### src/rtl/aperture_ctl_if.sv
// aperture_ctl_if: A8 $D6 write port and page_map request port of aperture_ctl.
// The master side drives the A8 writes and the page_map ready flag; the
// slave side (aperture_ctl) drives the page_map request and status flags.
interface aperture_ctl_if;
   logic       wr_stb;
   logic [7:0] wr_addr;
   logic [7:0] wr_data;
   logic       map_valid;
   logic [1:0] map_op;
   logic [7:0] map_from;
   logic [7:0] map_size;
   logic       busy;
   logic       overflow;

   modport master (
      output wr_stb, wr_addr, wr_data, map_valid,
      input  map_op, map_from, map_size, busy, overflow
   );

   modport slave (
      input  wr_stb, wr_addr, wr_data, map_valid,
      output map_op, map_from, map_size, busy, overflow
   );
endinterface

### src/rtl/aperture_ctl.sv
// aperture_ctl: decodes A8 writes to the $D6xx aperture descriptors and
// turns flag commits into OP_ADD / OP_DEL requests for page_map.
// Commits are snapshotted into a small FIFO because page_map is much slower
// than back-to-back A8 writes; a delete is followed by a rescan of all
// enabled apertures so that pages shared with other apertures come back.
module aperture_ctl #(
   parameter int AP_BITS   = 4,
   parameter int FIFO_LOG2 = 2
) (
   input  logic          clk200,
   input  logic          a8_rst,
   aperture_ctl_if.slave bus
);
   localparam int NAP = 1 << AP_BITS;
   localparam int FDEPTH = 1 << FIFO_LOG2;

   localparam logic [1:0] OP_NONE = 2'd0;
   localparam logic [1:0] OP_ADD  = 2'd1;
   localparam logic [1:0] OP_DEL  = 2'd2;

   localparam logic [FIFO_LOG2:0]   CNT_ONE  = {{FIFO_LOG2{1'b0}}, 1'b1};
   localparam logic [FIFO_LOG2:0]   CNT_FULL = {1'b1, {FIFO_LOG2{1'b0}}};
   localparam logic [FIFO_LOG2:0]   CNT_ZERO = {(FIFO_LOG2+1){1'b0}};
   localparam logic [FIFO_LOG2-1:0] PTR_ONE  = FIFO_LOG2'(1);
   localparam logic [AP_BITS-1:0]   AP_ONE   = AP_BITS'(1);
   localparam logic [AP_BITS-1:0]   AP_LAST  = {AP_BITS{1'b1}};
   localparam logic [AP_BITS-1:0]   AP_ZERO  = {AP_BITS{1'b0}};

   typedef enum logic [2:0] {
      ST_IDLE  = 3'd0,
      ST_POP   = 3'd1,
      ST_DEL   = 3'd2,
      ST_WAITD = 3'd3,
      ST_WRITE = 3'd4,
      ST_SCAN  = 3'd5,
      ST_ADD   = 3'd6,
      ST_WAITA = 3'd7
   } state_t;

   typedef struct packed {
      logic [AP_BITS-1:0] idx;
      logic [7:0]         from;
      logic [7:0]         size;
      logic               en;
   } entry_t;

   // Pages actually mapped: size clipped so the request never passes page $FF.
   function automatic logic [7:0] eff_size(input logic [7:0] from, input logic [7:0] size);
      logic [8:0] room;
      room = 9'd256 - {1'b0, from};
      if ({1'b0, size} < room) begin
         return size;
      end else begin
         return room[7:0];
      end
   endfunction

   // Staging and active descriptor tables
   logic [7:0]     stg_from_q [NAP];
   logic [7:0]     stg_from_d [NAP];
   logic [7:0]     stg_size_q [NAP];
   logic [7:0]     stg_size_d [NAP];
   logic [7:0]     act_from_q [NAP];
   logic [7:0]     act_from_d [NAP];
   logic [7:0]     act_size_q [NAP];
   logic [7:0]     act_size_d [NAP];
   logic [NAP-1:0] act_en_q, act_en_d;

   // Commit FIFO
   entry_t               fifo_q [FDEPTH];
   entry_t               fifo_d [FDEPTH];
   logic [FIFO_LOG2-1:0] wr_ptr_q, wr_ptr_d, rd_ptr_q, rd_ptr_d;
   logic [FIFO_LOG2:0]   cnt_q, cnt_d;
   logic                 ovf_q, ovf_d;

   // Sequencer
   state_t             state_q, state_d;
   entry_t             e_q, e_d;
   logic               del_done_q, del_done_d;
   logic [AP_BITS-1:0] scan_q, scan_d;
   logic [1:0]         map_op_q, map_op_d;
   logic [7:0]         map_from_q, map_from_d;
   logic [7:0]         map_size_q, map_size_d;
   logic               busy_q, busy_d;

   logic [AP_BITS-1:0] wr_idx_s;
   logic [3:0]         wr_off_s;
   logic               push_req_s, push_ok_s, pop_s;
   entry_t             head_s;
   logic [7:0]         head_old_eff_s, e_eff_s, scan_eff_s;

   assign wr_idx_s       = bus.wr_addr[4 +: AP_BITS];
   assign wr_off_s       = bus.wr_addr[3:0];
   assign head_s         = fifo_q[rd_ptr_q];
   assign head_old_eff_s = eff_size(act_from_q[head_s.idx], act_size_q[head_s.idx]);
   assign e_eff_s        = eff_size(e_q.from, e_q.size);
   assign scan_eff_s     = eff_size(act_from_q[scan_q], act_size_q[scan_q]);
   assign pop_s          = (state_q == ST_POP);

   // Write decode into the staging table and snapshot pushes into the FIFO
   always_comb begin
      stg_from_d = stg_from_q;
      stg_size_d = stg_size_q;
      fifo_d     = fifo_q;
      wr_ptr_d   = wr_ptr_q;
      rd_ptr_d   = rd_ptr_q;
      cnt_d      = cnt_q;
      ovf_d      = ovf_q;
      push_req_s = 1'b0;
      if (bus.wr_stb) begin
         case (wr_off_s)
            4'h4:    stg_from_d[wr_idx_s] = bus.wr_data;
            4'h5:    stg_size_d[wr_idx_s] = bus.wr_data;
            4'hF:    push_req_s = 1'b1;
            default: push_req_s = 1'b0;
         endcase
      end else begin
         push_req_s = 1'b0;
      end
      // a full FIFO still takes a push when its head leaves in the same cycle
      push_ok_s = push_req_s && ((cnt_q != CNT_FULL) || pop_s);
      if (push_ok_s) begin
         fifo_d[wr_ptr_q] = '{idx: wr_idx_s, from: stg_from_q[wr_idx_s],
                              size: stg_size_q[wr_idx_s], en: bus.wr_data[0]};
         wr_ptr_d = wr_ptr_q + PTR_ONE;
      end else if (push_req_s) begin
         ovf_d = 1'b1;
      end else begin
         ovf_d = ovf_q;
      end
      if (pop_s) begin
         rd_ptr_d = rd_ptr_q + PTR_ONE;
      end else begin
         rd_ptr_d = rd_ptr_q;
      end
      case ({push_ok_s, pop_s})
         2'b10:   cnt_d = cnt_q + CNT_ONE;
         2'b01:   cnt_d = cnt_q - CNT_ONE;
         default: cnt_d = cnt_q;
      endcase
   end

   // Commit sequencer: delete old mapping, update active table, add or rescan
   always_comb begin
      state_d    = state_q;
      e_d        = e_q;
      del_done_d = del_done_q;
      scan_d     = scan_q;
      map_op_d   = OP_NONE;
      map_from_d = map_from_q;
      map_size_d = map_size_q;
      act_from_d = act_from_q;
      act_size_d = act_size_q;
      act_en_d   = act_en_q;
      case (state_q)
         ST_IDLE: begin
            if (cnt_q != CNT_ZERO) begin
               state_d = ST_POP;
            end else begin
               state_d = ST_IDLE;
            end
         end
         ST_POP: begin
            e_d = head_s;
            if (act_en_q[head_s.idx] && (head_old_eff_s != 8'd0)) begin
               map_op_d   = OP_DEL;
               map_from_d = act_from_q[head_s.idx];
               map_size_d = head_old_eff_s;
               del_done_d = 1'b1;
               state_d    = ST_DEL;
            end else begin
               del_done_d = 1'b0;
               state_d    = ST_WRITE;
            end
         end
         ST_DEL:   state_d = ST_WAITD;
         ST_WAITD: begin
            if (bus.map_valid) begin
               state_d = ST_WRITE;
            end else begin
               state_d = ST_WAITD;
            end
         end
         ST_WRITE: begin
            act_from_d[e_q.idx] = e_q.from;
            act_size_d[e_q.idx] = e_q.size;
            act_en_d[e_q.idx]   = e_q.en;
            if (del_done_q) begin
               scan_d  = AP_ZERO;
               state_d = ST_SCAN;
            end else if (e_q.en && (e_eff_s != 8'd0)) begin
               map_op_d   = OP_ADD;
               map_from_d = e_q.from;
               map_size_d = e_eff_s;
               state_d    = ST_ADD;
            end else begin
               state_d = ST_IDLE;
            end
         end
         ST_SCAN: begin
            if (act_en_q[scan_q] && (act_size_q[scan_q] != 8'd0)) begin
               map_op_d   = OP_ADD;
               map_from_d = act_from_q[scan_q];
               map_size_d = scan_eff_s;
               state_d    = ST_ADD;
            end else if (scan_q == AP_LAST) begin
               state_d = ST_IDLE;
            end else begin
               scan_d = scan_q + AP_ONE;
            end
         end
         ST_ADD:   state_d = ST_WAITA;
         ST_WAITA: begin
            if (!bus.map_valid) begin
               state_d = ST_WAITA;
            end else if (del_done_q && (scan_q != AP_LAST)) begin
               scan_d  = scan_q + AP_ONE;
               state_d = ST_SCAN;
            end else begin
               state_d = ST_IDLE;
            end
         end
         default: state_d = ST_IDLE;
      endcase
      busy_d = (state_d != ST_IDLE) || (cnt_d != CNT_ZERO);
   end

   // State, tables, FIFO and registered outputs
   always_ff @(posedge clk200 or posedge a8_rst) begin
      if (a8_rst) begin
         stg_from_q <= '{default: 8'h00};
         stg_size_q <= '{default: 8'h00};
         act_from_q <= '{default: 8'h00};
         act_size_q <= '{default: 8'h00};
         act_en_q   <= {NAP{1'b0}};
         fifo_q     <= '{default: '0};
         wr_ptr_q   <= {FIFO_LOG2{1'b0}};
         rd_ptr_q   <= {FIFO_LOG2{1'b0}};
         cnt_q      <= CNT_ZERO;
         ovf_q      <= 1'b0;
         state_q    <= ST_IDLE;
         e_q        <= '0;
         del_done_q <= 1'b0;
         scan_q     <= AP_ZERO;
         map_op_q   <= OP_NONE;
         map_from_q <= 8'h00;
         map_size_q <= 8'h00;
         busy_q     <= 1'b0;
      end else begin
         stg_from_q <= stg_from_d;
         stg_size_q <= stg_size_d;
         act_from_q <= act_from_d;
         act_size_q <= act_size_d;
         act_en_q   <= act_en_d;
         fifo_q     <= fifo_d;
         wr_ptr_q   <= wr_ptr_d;
         rd_ptr_q   <= rd_ptr_d;
         cnt_q      <= cnt_d;
         ovf_q      <= ovf_d;
         state_q    <= state_d;
         e_q        <= e_d;
         del_done_q <= del_done_d;
         scan_q     <= scan_d;
         map_op_q   <= map_op_d;
         map_from_q <= map_from_d;
         map_size_q <= map_size_d;
         busy_q     <= busy_d;
      end
   end

   assign bus.map_op   = map_op_q;
   assign bus.map_from = map_from_q;
   assign bus.map_size = map_size_q;
   assign bus.busy     = busy_q;
   assign bus.overflow = ovf_q;
endmodule

### src/flat_wrapper.sv
// flat-port wrapper written by rule: the top's interface ports become plain ports
module aperture_ctl_flat 
#(
   parameter int AP_BITS   = 4,
   parameter int FIFO_LOG2 = 2
)
  (clk200, a8_rst, bus_wr_stb, bus_wr_addr, bus_wr_data, bus_map_valid, bus_map_op, bus_map_from, bus_map_size, bus_busy, bus_overflow);
  aperture_ctl_if bus_i ();
  input  logic clk200;
  input  logic a8_rst;
  input wire logic [$bits(bus_i.wr_stb)-1:0] bus_wr_stb;
  input wire logic [$bits(bus_i.wr_addr)-1:0] bus_wr_addr;
  input wire logic [$bits(bus_i.wr_data)-1:0] bus_wr_data;
  input wire logic [$bits(bus_i.map_valid)-1:0] bus_map_valid;
  output wire logic [$bits(bus_i.map_op)-1:0] bus_map_op;
  output wire logic [$bits(bus_i.map_from)-1:0] bus_map_from;
  output wire logic [$bits(bus_i.map_size)-1:0] bus_map_size;
  output wire logic [$bits(bus_i.busy)-1:0] bus_busy;
  output wire logic [$bits(bus_i.overflow)-1:0] bus_overflow;
  assign bus_i.wr_stb = bus_wr_stb;
  assign bus_i.wr_addr = bus_wr_addr;
  assign bus_i.wr_data = bus_wr_data;
  assign bus_i.map_valid = bus_map_valid;
  assign bus_map_op = bus_i.map_op;
  assign bus_map_from = bus_i.map_from;
  assign bus_map_size = bus_i.map_size;
  assign bus_busy = bus_i.busy;
  assign bus_overflow = bus_i.overflow;
  aperture_ctl #(.AP_BITS(AP_BITS), .FIFO_LOG2(FIFO_LOG2)) u_core (.clk200(clk200), .a8_rst(a8_rst), .bus(bus_i));
endmodule
### config.mk
export PLATFORM = sky130hd
export DESIGN_NAME = aperture_ctl_flat
export DESIGN_NICKNAME = d
export VERILOG_FILES = /design/src/rtl/aperture_ctl_if.sv /design/src/rtl/aperture_ctl.sv /design/src/flat_wrapper.sv
export SDC_FILE = /design/constraint.sdc
export NUM_CORES = 2
export LEC_CHECK = 0
export ABC_AREA = 1
export CAP_MARGIN = 10
export CORE_MARGIN = 2
export CORE_UTILIZATION = 30
export DETAILED_ROUTE_END_ITERATION = 10
export GPL_TIMING_DRIVEN = 0
export PLACE_DENSITY_LB_ADDON = 0.08
export SLEW_MARGIN = 20
export SYNTH_ARGS = -nofsm -noshare
export SYNTH_HDL_FRONTEND = slang
export SYNTH_SLANG_ARGS = --single-unit
### constraint.sdc
create_clock -name clk200 -period 23.2 [get_ports clk200]
set_clock_uncertainty 0.15 [all_clocks]
set_input_delay 3.48 -clock clk200 [delete_from_list [all_inputs] [get_ports clk200]]
set_output_delay 3.48 -clock clk200 [all_outputs]
set_load 0.02 [all_outputs]
Word level (Yosys, flattened, before mapping)
Cells that the tools add are included.
{ "word_totals": {"ramBits": 0, "wordCells": 253, "in_bits": 20, "reg_bits": 668, "rom_bits": 0, "mem_count": 0, "latchBits": 0, "out_inout_bits": 20} }
{ "classes": {"shifts": 0, "n_bitwise": 7, "eq_ne": 24, "n_mux": 77, "n_reduce_logical": 25, "n_addsub": 8, "order_cmp": 16, "n_mul": 0, "n_div": 0} }
{ "op_table": {"columns": ["op", "count"], "rows": [
  ["128-bit bitwise mux", 4],
  ["8-bit two-way mux", 25],
  ["8-bit binary-select mux with 4-bit select", 6],
  ["84-bit bitwise mux", 1],
  ["8-bit demux with 4-bit select", 2],
  ["21-bit two-way mux", 3],
  ["8-bit case mux with 3 select lines", 2],
  ["21-bit binary-select mux with 2-bit select", 1],
  ["21-bit demux with 2-bit select", 1],
  ["8-bit by 9-bit < comparator with 1-bit output", 3],
  ["9-bit by 8-bit subtractor with 9-bit output, first input constant", 3],
  ["3-bit two-way mux", 8],
  ["3-bit case mux with 8 select lines", 1],
  ["8-bit nonzero test", 3],
  ["5-bit >= comparator, second input constant", 4],
  ["4-bit two-way mux", 5],
  ["4-bit NOT with 5-bit output", 4],
  ["16-bit bitwise mux", 1],
  ["4-bit by 5-bit < comparator with 1-bit output, second input constant", 3],
  ["3-bit nonzero test", 5],
  ["3-bit equality test, second input constant", 4],
  ["4-bit case mux with 3 select lines", 1],
  ["5-bit by 1-bit < comparator with 1-bit output, second input constant", 2],
  ["2-bit inequality test, second input constant", 5],
  ["other kinds (30)", 60]
]} }

Logic depth before layout (Yosys ltp)
{ "logic_depth": {"ltp_word": 17, "depth_mapped": 39, "mapped_depth_nobuf": 35} }

Worst setup path after synthesis
Ideal clock, no wire load.
{ "synth_path": {"kind": "in2reg", "from": "in bus_wr_addr[5]", "to": "reg u_core.fifo_q[29] (netlist name)", "t_arrival_ns": 5.058, "n_path_buf": 2, "setup_time_ns": 0.125, "cell_stages": 8, "slack_ns": 17.867, "required_ns": 22.925, "path_cell_list": "clkinv_1 nor2_1 clkbuf_1 buf_1 a22oi_1 a31oi_1 or4_1 mux2_2"} }
{ "synth_via": {"elab_chain_len": 5} }
{ "synth_rtl": {"columns": ["item", "line", "source"], "rows": [
  ["from (decl)", "flat_wrapper.sv:12", "input wire logic [$bits(bus_i.wr_addr)-1:0] bus_wr_addr;"],
  ["4-bit NOT with 5-bit output (implied by the code)", "aperture_ctl.sv:124", "size: stg_size_q[wr_idx_s], en: bus.wr_data[0]};"],
  ["8-bit binary-select mux with 4-bit select", "aperture_ctl.sv:124", null],
  ["8-bit two-way mux (implied by the code) (2 in series)", "aperture_ctl.sv:124", null],
  ["84-bit bitwise mux", "aperture_ctl.sv:123", "fifo_d[wr_ptr_q] = '{idx: wr_idx_s, from: stg_from_q[wr_idx_s],"],
  ["to (signal assigned)", "aperture_ctl.sv:255", "fifo_q <= fifo_d;"],
  ["to (decl)", "aperture_ctl.sv:70", "entry_t fifo_q [FDEPTH];"]
]} }
Every way passes these cells. The select of a mux whose other input is x is not followed.
A chain may end at the register's enable or synchronous reset.

Worst setup path after layout
{ "layout_path": {"from": "in bus_wr_addr[5]", "to": "reg u_core.stg_size_q[41] (netlist name)"} }
{ "layout_via": {"elab_chain_len": 6, "elab_cells_between_ends": 7, "cone_classes": "order compare: 2; mux: 3; bitwise: 1; reduce/logical: 1"} }
{ "layout_rtl": {"columns": ["item", "line", "source"], "rows": [
  ["4-bit NOT with 5-bit output (implied by the code) *", "aperture_ctl.sv:113", "4'h5: stg_size_d[wr_idx_s] = bus.wr_data;"],
  ["5-bit >= comparator (implied by the code) or 5-bit by 1-bit < comparator with 1-bit output (tied branches)", "aperture_ctl.sv:113", null],
  ["1-bit logical AND (implied by the code)", "aperture_ctl.sv:113", null],
  ["8-bit two-way mux (implied by the code)", "aperture_ctl.sv:113", null],
  ["8-bit demux with 4-bit select *", "aperture_ctl.sv:113", null],
  ["128-bit bitwise mux *", "aperture_ctl.sv:113", null],
  ["to (signal assigned)", "aperture_ctl.sv:251", "stg_size_q <= stg_size_d;"],
  ["to (decl)", "aperture_ctl.sv:61", "logic [7:0] stg_size_q [NAP];"]
]} }
Mark *: on every way between the ends. The rest lies on a longest branch, timed or not.

==> summary.md <==
| Metric | Value |
|---|---|
| Status | `finished, final reports clean` |
| Final Instance Area | `38800 sq um` |
| Nets | `4319` |
| CP dominant cell by count | `clkbuf_1` |
| Wirelength per Cell | `27.53 microns` |
| Worst Setup End Kind | `flop` |
| Layout cells sized above 1 | `0.06694` |
| Clock sinks | `668` |
| Critical Path RT | `23560 ps` |
| Worst path max stage delay | `790 ps` |
| Total wire length | `160300 microns` |
| Power Total | `6245 uW` |
| Largest net degree at the start of global routing | `96` |
| Die W | `338.2 microns` |
| Final cell count without fillers | `5822` |
| CTS tree | `done` |
| Slew @ Worst Pin | `1256 ps` |
| Initial antenna violation count | `1` |
| Detailed Place HPWL | `115200 microns` |
| CP Class | `in2reg` |
| Mapped Cells | `4134` |
| Via density | `5.455` |
| Crit-path cells | `clkdlybuf4s50_1 -> clkinv_1 -> nor2_1 -> clkbuf_1 -> clkbuf_1 -> inv_1 -> nor2_1 -> nand2_1 -> clkbuf_1 -> nand2_1 -> o21ai_0` |
| Post-synth EDFFs | `0` |
| GRT Overall Usage | `0.2751` |
| RSZ-0062 raised after global routing | `no` |
| First drt pass iteration count | `8` |
| Most frequent cells in the layout | `1035 x nand2_1, 750 x o21ai_0, 668 x dfrtp_1` |
| Die height | `338.2 microns` |
| Maximum clock rate | `143.0 MHz` |
| Flops & latches, synth | `668` |
| Fin. Hold Viols | `0` |
| Power Density | `160.9 nW/um^2` |
| Async SR Flop Fraction | `1.000` |
| Via Count | `31.76k` |
| CTS Root Cell | `clkbuf_16` |
| Initial Utilization | `0.3028` |
| Ys flop type | `dfrtp_1` |
| HP Class | `reg2reg` |
| Critical Path Fanout Max | `10` |
| Area contributors post-synth | `dfrtp_1 50%, nand2_1 12%, o21ai_0 11%` |
| Hold Path Origin | `u_core.bus.map_size[1]$_DFFE_PP0P_` |
| Routability cong. | `0.9815` |
| Initial DRC count | `3329` |
| VDD IR max | `0.1057 mV` |
| CP arrival | `7350 ps` |
| Worst setup path startpoint | `bus_wr_addr[5]` |
| Cts-stage hold buffer count | `0` |
| Yosys top cell area share | `0.4989` |
| R2r startpoint | `u_core.rd_ptr_q[0]$_DFFE_PP0P_` |
| Vias in the first global route | `30.80k` |
| Synth Net Count | `4184` |
| Area after DPL | `36020 sq um` |
| Gr ovfl total | `0` |
| Register area share after synthesis | `0.4989` |
| Area Growth Syn to Fin | `15.80%` |
| Clock-pin transition on the worst setup and hold timing paths | `60 ps` |
| Setup-failing EPs final | `0` |
| Die Area | `114400 sq um` |
| CTS H-Tree Depth | `3` |
| Final Cycle Share | `0.3013` |
| Synthesized area per cell | `8.106 sq um` |
| DRT antenna net count | `0` |
| Slowest-stage cell, CP | `clkdlybuf4s50_1` |
| Tmin final | `6991 ps` |
| Skew-Pair Late Insertion Delay | `690 ps` |
| Worst Setup Start Kind | `input port` |
| I/O pins | `40` |
| First-pass GRT wire length | `229800 microns` |
| Util after Layout | `0.3506` |
| Placed cells | `5672` |
| Netlist cell types | `59` |
| Largest area contributor in the netlist | `dfrtp_1` |
| Number of remaining DRC errors | `0` |
| Warnings, synthesis | `0` |
| PostCTS Resize Cnt | `0` |
| Largest buffer count on any clock path | `3` |
| Total CTS buffers | `83` |
| Slew headroom | `0.1624` |
| Num rows | `122` |
| Setup Fix Bufs, Post-CTS | `0` |
| Core Box Area | `110700 sq um` |
| Most common cell after layout, fill and taps aside | `nand2_1` |
| Cell area after synthesis | `33510 sq um` |
| Port Buffers | `39` |
| Pins over their slew limit | `0` |
| Lkg Pwr | `0.01680 uW` |
| MaxCap Viol Count | `0` |
[Yosys cell counts, drive strengths merged, types with 17 or more instances]
cell / count
dfrtp: 668
o211ai: 90
o221ai: 19
inv: 233
nor2: 146
ha: 29
buf: 81
nand2: 1058
xor2: 17
nand3: 332
mux2: 36
clkbuf: 236
a31oi: 88
nor3: 17
a22oi: 74
a21oi: 161
o21ai: 768
[registers in the layout, summed over array words and instances (netlist names)]
signal and flops:
u_core.stg_size_q 128, u_core.e_q 21, u_core.bus.busy 1, u_core.bus.map_from 8
u_core.stg_from_q 128, u_core.fifo_q 84, u_core.act_size_q 128, u_core.bus.overflow 1
u_core.del_done_q 1, u_core.cnt_q 3, u_core.wr_ptr_q 2, u_core.state_q 3
u_core.act_en_q 16, u_core.act_from_q 128, u_core.bus.map_size 8, u_core.rd_ptr_q 2
u_core.bus.map_op 2, u_core.scan_q 4
[logic make-up after synthesis]
kind of cell,Yosys count,synth area share
buffers and inverters,558,0.06811
AOI/OAI and AO/OA,1232,0.2053
xor gates and xnor gates,21,0.005489
and+or+nand+nor,1588,0.1985
muxes,37,0.01240
adders and majority gates,30,0.01143
DFF,668,0.4989
[through the flow]
stage,setup WS [ps],hold WS [ps],setup TNS (ps)
after global placement,-9391,312.1,-6195200
final,16210,321.3,0
after detailed placement,15530,312.3,0
after floorplan,847.1,303.0,0
after CTS,16260,327.4,0
after global routing,16030,346.6,0
[power breakdown]
part           internal, uW  total [uW]  switching [uW]
combinational           917        3230            2320
sequential             1440        1680             235
clock                   765        1330             567
total                  3130        6250            3120
[worst max-delay path, delay by kind of cell]
kind | cells | cell delay (ps)
compound gates | 1 | 80
buf+inv | 6 | 2900
simple gates | 4 | 860
[worst paths after layout]
path	end	slack (ps)	cells after the start
setup reg to reg	u_core.bus.map_size[4]$_DFFE_PP0P_	16890	32
hold reg to reg	u_core.bus.map_size[1]$_DFFE_PP0P_	320	2
min in group asynchronous	u_core.stg_size_q[65]$_DFFE_PP0P_	3030	2
max in group asynchronous	u_core.bus.map_size[5]$_DFFE_PP0P_	17860	6
setup / recovery	u_core.stg_size_q[41]$_DFFE_PP0P_	16210	11
hold / removal	u_core.bus.map_size[1]$_DFFE_PP0P_	320	2
[final cells by class]
class,count,area [sq um]
diodes,2,5.005
multi-input cells,2908,14520
clock inverters,23,305.3
clock buffers,125,2475
fillers,11830,71870
well taps,1488,1862
flip-flops and latches,668,16720
repair buffers,50,628.1
plain buffers,317,1373
inverters,241,917.1
[routing by layer]
layer  vias up  wire length, microns  track usage
met2      1269                 72230       0.4365
met4         0                 10410       0.1587
li1      14360                     -            -
met1     15780                 68440       0.3616
met5         -                     0            0
met3       360                  9231      0.03403
Note: power is estimated with default switching activity, not from simulation.
